File: config.mk
export PLATFORM = sky130hd
export DESIGN_NAME = led_display_scheduler
export DESIGN_NICKNAME = d
export VERILOG_FILES = /design/src/rtl/led_display_scheduler.sv
export SDC_FILE = /design/constraint.sdc
export NUM_CORES = 1
export LEC_CHECK = 0
export ABC_AREA = 1
export CAP_MARGIN = 20
export CELL_PAD_IN_SITES_DETAIL_PLACEMENT = 2
export CELL_PAD_IN_SITES_GLOBAL_PLACEMENT = 2
export CORE_MARGIN = 2
export CORE_UTILIZATION = 23
export CTS_BUF_LIST = sky130_fd_sc_hd__clkbuf_16
export DETAILED_ROUTE_END_ITERATION = 12
export PLACE_DENSITY_LB_ADDON = 0.1
export SLEW_MARGIN = 20
export SYNTH_ARGS = -nofsm -noshare
export SYNTH_HDL_FRONTEND = slang
export SYNTH_SLANG_ARGS = --single-unit
File: constraint.sdc
create_clock -name clk -period 2.3 [get_ports clk]
set_input_delay 0.46 -clock clk [delete_from_list [all_inputs] [get_ports clk]]
set_output_delay 0.46 -clock clk [all_outputs]
set_load 0.1 [all_outputs]
File: src/rtl/led_display_scheduler.sv
// Round-robin scheduler sharing a single LED frame driver between NUM_REQ requesters.
// Each granted frame is latched and held for HOLD_CYCLES cycles, or released early when its requester drops.
module led_display_scheduler #(
  parameter int unsigned NUM_REQ     = 4,
  parameter int unsigned LED_W       = 36,
  parameter int unsigned HOLD_CYCLES = 50000000
) (
  input  logic                       clk,
  input  logic                       rst_l,
  input  logic                       disp_en,
  input  logic [NUM_REQ-1:0]         req,
  input  logic [NUM_REQ*LED_W-1:0]   req_data,
  output logic [NUM_REQ-1:0]         gnt,
  output logic [$clog2(NUM_REQ)-1:0] active_id,
  output logic                       busy,
  output logic                       led_en,
  output logic                       led_data_ld,
  output logic [LED_W-1:0]           led_data
);

  localparam int unsigned IDW = $clog2(NUM_REQ);
  localparam int unsigned CW  = $clog2(HOLD_CYCLES + 1);
  localparam logic [CW-1:0]  HOLD_RELOAD = CW'(HOLD_CYCLES - 1);
  localparam logic [IDW-1:0] LAST_RST    = IDW'(NUM_REQ - 1);

  typedef enum logic [1:0] {
    ST_IDLE,
    ST_ARB,
    ST_HOLD
  } state_e;

  state_e             state_q, state_d;
  logic [CW-1:0]      cnt_q, cnt_d;
  logic [IDW-1:0]     last_q, last_d;
  logic [IDW-1:0]     id_q, id_d;
  logic [NUM_REQ-1:0] gnt_q, gnt_d;
  logic               busy_q, busy_d;
  logic               en_q, en_d;
  logic               ld_q, ld_d;
  logic [LED_W-1:0]   data_q, data_d;

  logic [LED_W-1:0]   frames [NUM_REQ];
  logic               win_found;
  logic [IDW-1:0]     win_idx;

  for (genvar g = 0; g < NUM_REQ; g++) begin : g_frames
    assign frames[g] = req_data[g*LED_W +: LED_W];
  end

  // Search starts just after the last winner so every requester gets a turn.
  always_comb begin
    logic [IDW-1:0] cand;
    cand      = '0;
    win_found = 1'b0;
    win_idx   = '0;
    for (int unsigned i = 1; i <= NUM_REQ; i++) begin
      cand = IDW'((32'(last_q) + i) % NUM_REQ);
      if (!win_found && req[cand]) begin
        win_found = 1'b1;
        win_idx   = cand;
      end
    end
  end

  always_comb begin
    state_d = state_q;
    cnt_d   = cnt_q;
    last_d  = last_q;
    id_d    = id_q;
    gnt_d   = '0;
    en_d    = en_q;
    ld_d    = 1'b0;
    data_d  = data_q;

    if (!disp_en) begin
      state_d = ST_IDLE;
      en_d    = 1'b0;
    end else begin
      unique case (state_q)
        ST_IDLE: begin
          en_d = 1'b0;
          if (|req) state_d = ST_ARB;
        end
        ST_ARB: begin
          if (!win_found) begin
            state_d = ST_IDLE;
            en_d    = 1'b0;
          end else begin
            state_d        = ST_HOLD;
            data_d         = frames[win_idx];
            ld_d           = 1'b1;
            en_d           = 1'b1;
            gnt_d[win_idx] = 1'b1;
            id_d           = win_idx;
            last_d         = win_idx;
            cnt_d          = HOLD_RELOAD;
          end
        end
        ST_HOLD: begin
          en_d = 1'b1;
          if (cnt_q == '0 || !req[id_q]) begin
            state_d = ST_ARB;
          end else begin
            cnt_d = cnt_q - CW'(1);
          end
        end
        default: begin
          state_d = ST_IDLE;
          en_d    = 1'b0;
        end
      endcase
    end

    busy_d = (state_d != ST_IDLE);
  end

  always_ff @(posedge clk or negedge rst_l) begin
    if (!rst_l) begin
      state_q <= ST_IDLE;
      cnt_q   <= '0;
      last_q  <= LAST_RST;
      id_q    <= '0;
      gnt_q   <= '0;
      busy_q  <= 1'b0;
      en_q    <= 1'b0;
      ld_q    <= 1'b0;
      data_q  <= '0;
    end else begin
      state_q <= state_d;
      cnt_q   <= cnt_d;
      last_q  <= last_d;
      id_q    <= id_d;
      gnt_q   <= gnt_d;
      busy_q  <= busy_d;
      en_q    <= en_d;
      ld_q    <= ld_d;
      data_q  <= data_d;
    end
  end

  assign gnt         = gnt_q;
  assign active_id   = id_q;
  assign busy        = busy_q;
  assign led_en      = en_q;
  assign led_data_ld = ld_q;
  assign led_data    = data_q;

endmodule

==> results.sh, run 1 <==
export IMPL_grt_usage_pct=19.60
export IMPL_drt_antenna_violating_nets=0
export IMPL_slowest_delay_ns=0.55
export IMPL_post_route_util_pct=35.99
export IMPL_die_area_sq_mm=0.02455
export IMPL_synth_area_leaders="dfrtp_1 34%, nand2_1 27%, nand3_1 12%, inv_1 7.2%, nor2_1 3.9%"
export IMPL_cp_slowest_cell="dfstp_2"
export IMPL_p_sw_share_pct=56.52
export IMPL_fmax_ghz=0.4696
export IMPL_switchingPower_mw=7.225
export IMPL_finalHoldViolCount=0
export IMPL_finalSetupTns_ns=0
export IMPL_synth_cell_types=29
export IMPL_layout_min_cycle_time_ns=2.130
export IMPL_final_area_sq_mm=0.008198
export IMPL_finalNetCount=1241
export IMPL_grt_pass1_vias=6911
export IMPL_clock_latency_ns=0.35
export IMPL_grt_antenna_before_repair=0
export IMPL_ir_drop_v=0.0007590
export IMPL_seqPwrFrac_pct=17.2
export IMPL_holdBufCountCts=0
export IMPL_synthToLayoutAreaGrowth_pct=52.91
export IMPL_synth_top_flop_cell="dfrtp_1"
export IMPL_gp_congestion=0.7665
export IMPL_status="complete, no violations"
export IMPL_start_util_pct=23.54
export IMPL_drtIter0Drc=172
export IMPL_power_density_mw_per_mm2=1559
export IMPL_power_frac_clock_pct=11.2
export IMPL_cp_end_kind="flip-flop"
export IMPL_comb_power_share_pct=71.6
export IMPL_worstSetupStartpointType="flip-flop"
export IMPL_yosysSeqAreaShare_pct=35.05
export IMPL_cts_buffers=9
export IMPL_clockBufferDepth=2
export IMPL_wl_met3_um=1169
export IMPL_core_area_sq_mm=0.02278
export IMPL_io_pins=196
export IMPL_synth_edff_count=0
export IMPL_final_cell_mix="384 x nand2_1, 149 x clkdlybuf4s50_1, 133 x nand3_1"
export IMPL_dr_pass1_iters=4
export IMPL_top_layer="met4"
export IMPL_synth_async_reset_ratio_pct=100.0
export IMPL_wl_met1_um=10250
export IMPL_drive_above_1_share_pct=11.65
export IMPL_avgSynthCellArea_sq_um=6.170
export IMPL_drv_cap=0
export IMPL_grt_setup_unrepaired="no"
export IMPL_fin_skew_ns=0.01037
export IMPL_placementRows=55
export IMPL_p_leak_nw=4.270
export IMPL_crit_type="flip-flop to flip-flop"
export IMPL_synth_nets=1025
export IMPL_chipHeight_um=156.7
export IMPL_cts_max_level=3
export IMPL_fin_crit_sh_pct=92.59
export IMPL_stdcell_count=1403
export IMPL_critPathMaxFanout=14
export IMPL_grt_pass1_wl_um=37620
export IMPL_clkTransAtPathRegs_ns=0.07
export IMPL_drt_wl_total_um=22920
export IMPL_hold_class="primary input to asynchronous set/reset pin"
export IMPL_hpwlAfterDp_um=17970
export IMPL_portBuffers=195
export IMPL_vias=6280
export IMPL_num_antenna_cells=0
export IMPL_p_int_mw=5.558
export IMPL_postSynthCellCount=869
export IMPL_synth_seq_cells=75
export IMPL_grt_overflow=0
export IMPL_wire_per_inst_um=16.34
export IMPL_synth_top_area_cell="dfrtp_1"
export IMPL_worstPathArrival_ns=2.41
export IMPL_crit_required_ns=2.58
export IMPL_drc=0
export IMPL_worst_path_most_repeated_cell="nand2_1"
export IMPL_yosysWarnings=0
export IMPL_slew_headroom_pct=64.48
export IMPL_routed_wl_met2_um=11250
export IMPL_dpl_cell_count=1386
export IMPL_setup_viol=0
export IMPL_mappedNetlistArea_sq_mm=0.005361
export IMPL_cts_tree="yes"
export IMPL_cts_root_buf="clkbuf_16"
export IMPL_place_area_sq_mm=0.007889
export IMPL_yosys_area_top_type_share_pct=34.07
export IMPL_cts_sinks=75
export IMPL_layout_commonest_cell="nand2_1"
export IMPL_crit_chain="buf_4, buf_4, nand2_1, nand2_1, nor2_1, a21boi_1, nand2_1, buf_4, nor2_4, buf_12, nand3_1, nand2_1, nand2_1, nand2_1"
export IMPL_avgViaCountPerCell=4.476
export IMPL_slew_viol_final=0
export IMPL_tightest_slew_ns=0.5288
export IMPL_grt_max_degree=41
export IMPL_die_w_um=156.7
## power by group through the flow
stage	logic [mW]	clock network [mW]	registers, mW
final	9.15	1.44	2.19
after detailed placement	9.20	0	2.23
after global placement	9.06	0	2.22
after floorplan	4.05	0	4.39
after global routing	10.1	1.54	2.27
after CTS	9.25	1.49	2.22
## Yosys cell counts (6+ instances only)
cell type / count
buf_4: 6
buf_2: 12
o21ai_0: 20
inv_1: 103
clkbuf_1: 11
nor2_1: 56
nand3_1: 133
nand2_1: 384
xor2_1: 9
buf_6: 7
nand4_1: 12
dfrtp_1: 73
## state kept, by name (all words and copies together), names as in the netlist
name	count
active_id	2
busy	1
cnt_q	26
gnt	4
last_q	2
led_data	36
led_data_ld	1
led_en	1
state_q	2
## area by class of cell
class	count	area, sq um
Timing Repair Buffer	244	2387
Sequential cell	75	1879
Inverter	107	401.6
Tap cell	313	391.6
Clock buffer	9	225.2
Multi-Input combinational cell	648	2851
Fill cell	2771	14580
Clock inverter	7	61.31
## logic make-up after synthesis
kind of cell | after synthesis | share of synthesized area (%)
buf+inv | 146 | 11.90
xor+xnor | 11 | 1.797
simple gates | 606 | 47.58
flops | 75 | 35.05
compound gates | 26 | 2.497
fa+ha+maj | 5 | 1.167
## path summary, 6_finish.rpt
path / startpoint / to / slack (ns) / cells after the start
max: last_q[0] / led_data[5] / 0.17 / 14
min: rst_l / state_q[1] / 0.02 / 1
max reg2reg: last_q[0] / led_data[5] / 0.17 / 14
min reg2reg: led_data[17] / led_data[17] / 0.48 / 2
max in group asynchronous: rst_l / led_data[25] / 1.74 / 2
min in group clk: led_data[17] / led_data[17] / 0.48 / 2
## critical path: cells and delay by family (launching register included)
kind                   cells  cell delay [ns]
AO/OA/AOI/OAI              1             0.12
buffers and inverters      4             0.61
flip-flops                 1             0.55
AND/OR/NAND/NOR            9             0.80
## layer usage
metal | up-vias | global-route usage, %
met2 | 121 | 34.26
met3 | 14 | 4.819
met1 | 3038 | 24.60
li1 | 3107 | -
met5 | - | 0
met4 | 0 | 3.713
## stage by stage
step	hold WS [ns]	setup WS, ns	power (mW)
final	0.01776	0.1704	12.78
after global routing	0.02900	0.003073	13.92
after CTS	0.02243	0.009821	12.96
after detailed placement	0.3950	-0.2129	11.43
after global placement	0.3938	-0.1441	11.28
after floorplan	0.1644	0.1625	8.440
## what timing repair did
item                                    in CTS  in global routing
setup buffers                                0                  1
gates resized for setup                      1                  3
endpoints found under the setup margin      18                 39
Note: power is estimated with default switching activity, not from simulation.
==> run 2: changes to the inputs <==
Settings changed: GPL_TIMING_DRIVEN set to 0.
==> run 2 against run 1 <==
Compared with the run above: clock power about the same; critical path depth decreased by 13; first-iteration DRC count increased by 1.2%; routed wire length increased by 2.6%; clock-buffer cell count unchanged; fmax decreased by 5.2%; clock skew decreased by 0.0016 ns; sequential power about the same; register-to-register slack about the same; die area unchanged; design area increased by 0.31%.
==> results.sh, run 2 (synthesis results as in run 1) <==
export IMPL_cp_slowest_cell="clkdlybuf4s50_1"
export IMPL_worstSetupStartpointType="flip-flop"
export IMPL_crit_family="buffers and inverters"
export IMPL_clkTransAtPathRegs_ns=0.07
export IMPL_drive_above_1_share_pct=8.608
export IMPL_worstPathArrival_ns=1.79
export IMPL_top_layer="met4"
export IMPL_drt_antenna_violating_nets=0
export IMPL_status="complete, no violations"
export IMPL_whs_ns=0.04393
export IMPL_drv_cap=0
export IMPL_wire_per_inst_um=16.74
export IMPL_largest_reg_flops=36
export IMPL_holdBufCountCts=0
export IMPL_final_cell_mix="377 x nand2_1, 151 x clkdlybuf4s50_1, 132 x nand3_1"
export IMPL_finalHoldViolCount=0
export IMPL_placementRows=55
export IMPL_drc=0
export IMPL_crit_required_ns=1.84
export IMPL_synthToLayoutAreaGrowth_pct=53.37
export IMPL_crit_type="flip-flop to output pin"
export IMPL_grt_max_degree=50
export IMPL_fin_crit_sh_pct=97.70
export IMPL_avgViaCountPerCell=4.490
export IMPL_setup_viol=0
export IMPL_layout_commonest_cell="nand2_1"
export IMPL_vias=6309
export IMPL_clock_latency_ns=0.35
export IMPL_critPathMaxFanout=1
export IMPL_cts_tree="yes"
export IMPL_cts_max_level=3
export IMPL_tightest_slew_ns=1.047
export IMPL_clockBufferDepth=2
export IMPL_drtIter0Drc=174
export IMPL_grt_antenna_before_repair=1
export IMPL_power_density_mw_per_mm2=1548
export IMPL_grt_usage_pct=19.43
export IMPL_core_area_sq_mm=0.02278
export IMPL_finalPower_mw=12.73
export IMPL_grt_setup_unrepaired="yes"
export IMPL_cts_root_buf="clkbuf_16"
export IMPL_crit_buf_inv=1
export IMPL_start_util_pct=23.54
export IMPL_wl_met3_um=1297
export IMPL_io_pins=196
export IMPL_crit_chain="clkdlybuf4s50_1"
export IMPL_ir_drop_v=0.0005370
export IMPL_grt_pass1_wl_um=36930
export IMPL_chipHeight_um=156.7
export IMPL_fmax_ghz=0.4450
export IMPL_p_leak_nw=4.317
export IMPL_routed_wl_met2_um=11510
export IMPL_die_w_um=156.7
export IMPL_grt_pass1_vias=6787
export IMPL_gp_congestion=0.7955
export IMPL_dr_pass1_iters=4
export IMPL_wl_met1_um=10420
export IMPL_hold_class="primary input to asynchronous set/reset pin"
export IMPL_hpwlAfterDp_um=18460
export IMPL_layout_min_cycle_time_ns=2.247
export IMPL_drt_wl_total_um=23520
export IMPL_slew_headroom_pct=30.51
export IMPL_cts_buffers=9
export IMPL_r2r_slack_ns=0.18
export IMPL_num_antenna_cells=0
export IMPL_finalNetCount=1243
export IMPL_slew_viol_final=0
export IMPL_die_area_sq_mm=0.02455
export IMPL_portBuffers=195
export IMPL_cp_end_kind="output pin"
export IMPL_fin_skew_ns=0.008775
export IMPL_slowest_delay_ns=1.12
export IMPL_grt_overflow=0
export IMPL_cts_sinks=75
## run 2: worst paths after layout
check,startpoint,endpoint,cells after the start
max in group asynchronous,rst_l,led_data[30],2
setup reg to reg,last_q[0],led_data[35],14
setup / recovery,led_en,led_en,1
min in group clk,led_data[20],led_data[20],2
hold reg to reg,led_data[20],led_data[20],2
hold / removal,rst_l,state_q[0],1
## run 2: metal layers
metal | GRT usage, % | vias up
li1 | - | 3116
met1 | 23.90 | 3058
met2 | 34.11 | 119
met3 | 5.012 | 16
met4 | 4.238 | 0
met5 | 0 | -
## run 2: worst reg2reg max path, cell delays in order, from the launching register on
cell       delay, ns
dfstp_2         0.58
inv_4           0.08
nand2_1         0.09
nand2_2         0.08
nand2_2         0.07
nand2_1         0.06
inv_2           0.12
nand3_2         0.10
nor2_4          0.14
nor2_4          0.08
buf_4           0.15
nor2_4          0.20
clkbuf_16       0.19
nand2_1         0.05
nand3_1         0.06
## run 2: cell type report
cell class | instances | area, sq um
flip-flops and latches | 75 | 1879
multi-input cells | 649 | 2909
clock buffers | 9 | 225.2
repair buffers | 207 | 2031
fillers | 2761 | 14560
well taps | 313 | 391.6
plain buffers | 38 | 314.1
clock inverters | 7 | 68.82
inverters | 107 | 404.1
## run 2: power by group
part	total [mW]	switching (mW)	internal (mW)
Sequential	2.16	0.350	1.81
Clock	1.47	0.632	0.838
Combinational	9.10	6.42	2.67
Total	12.7	7.41	5.32
## run 2: stage by stage
stage / util, % / setup slack, ns / cell area, sq um / std cells / setup TNS, ns
2_1_floorplan: - / 0.1625 / 5361 / 869 / 0
3_3_place_gp: 33.83 / -2.398 / 7705 / 1377 / -210.51
3_5_place_dp: 33.94 / -0.7249 / 7730 / 1378 / -35.62
4_1_cts: 35.20 / 0.002029 / 8018 / 1395 / 0
5_1_grt: 36.10 / -0.06260 / 8223 / 1405 / -0.8019
6_report: 36.10 / 0.05284 / 8223 / 1405 / 0
## run 2: repair_timing
| item | 4_1_cts | 5_1_grt |
|---|---|---|
| setup endpoints to repair | 104 | 69 |
| cloned | 0 | 2 |
| endpoints found under the hold margin | 0 | 0 |
| gates resized for setup | 59 | 37 |
| pin swaps | 2 | 7 |
| setup buffers | 2 | 8 |
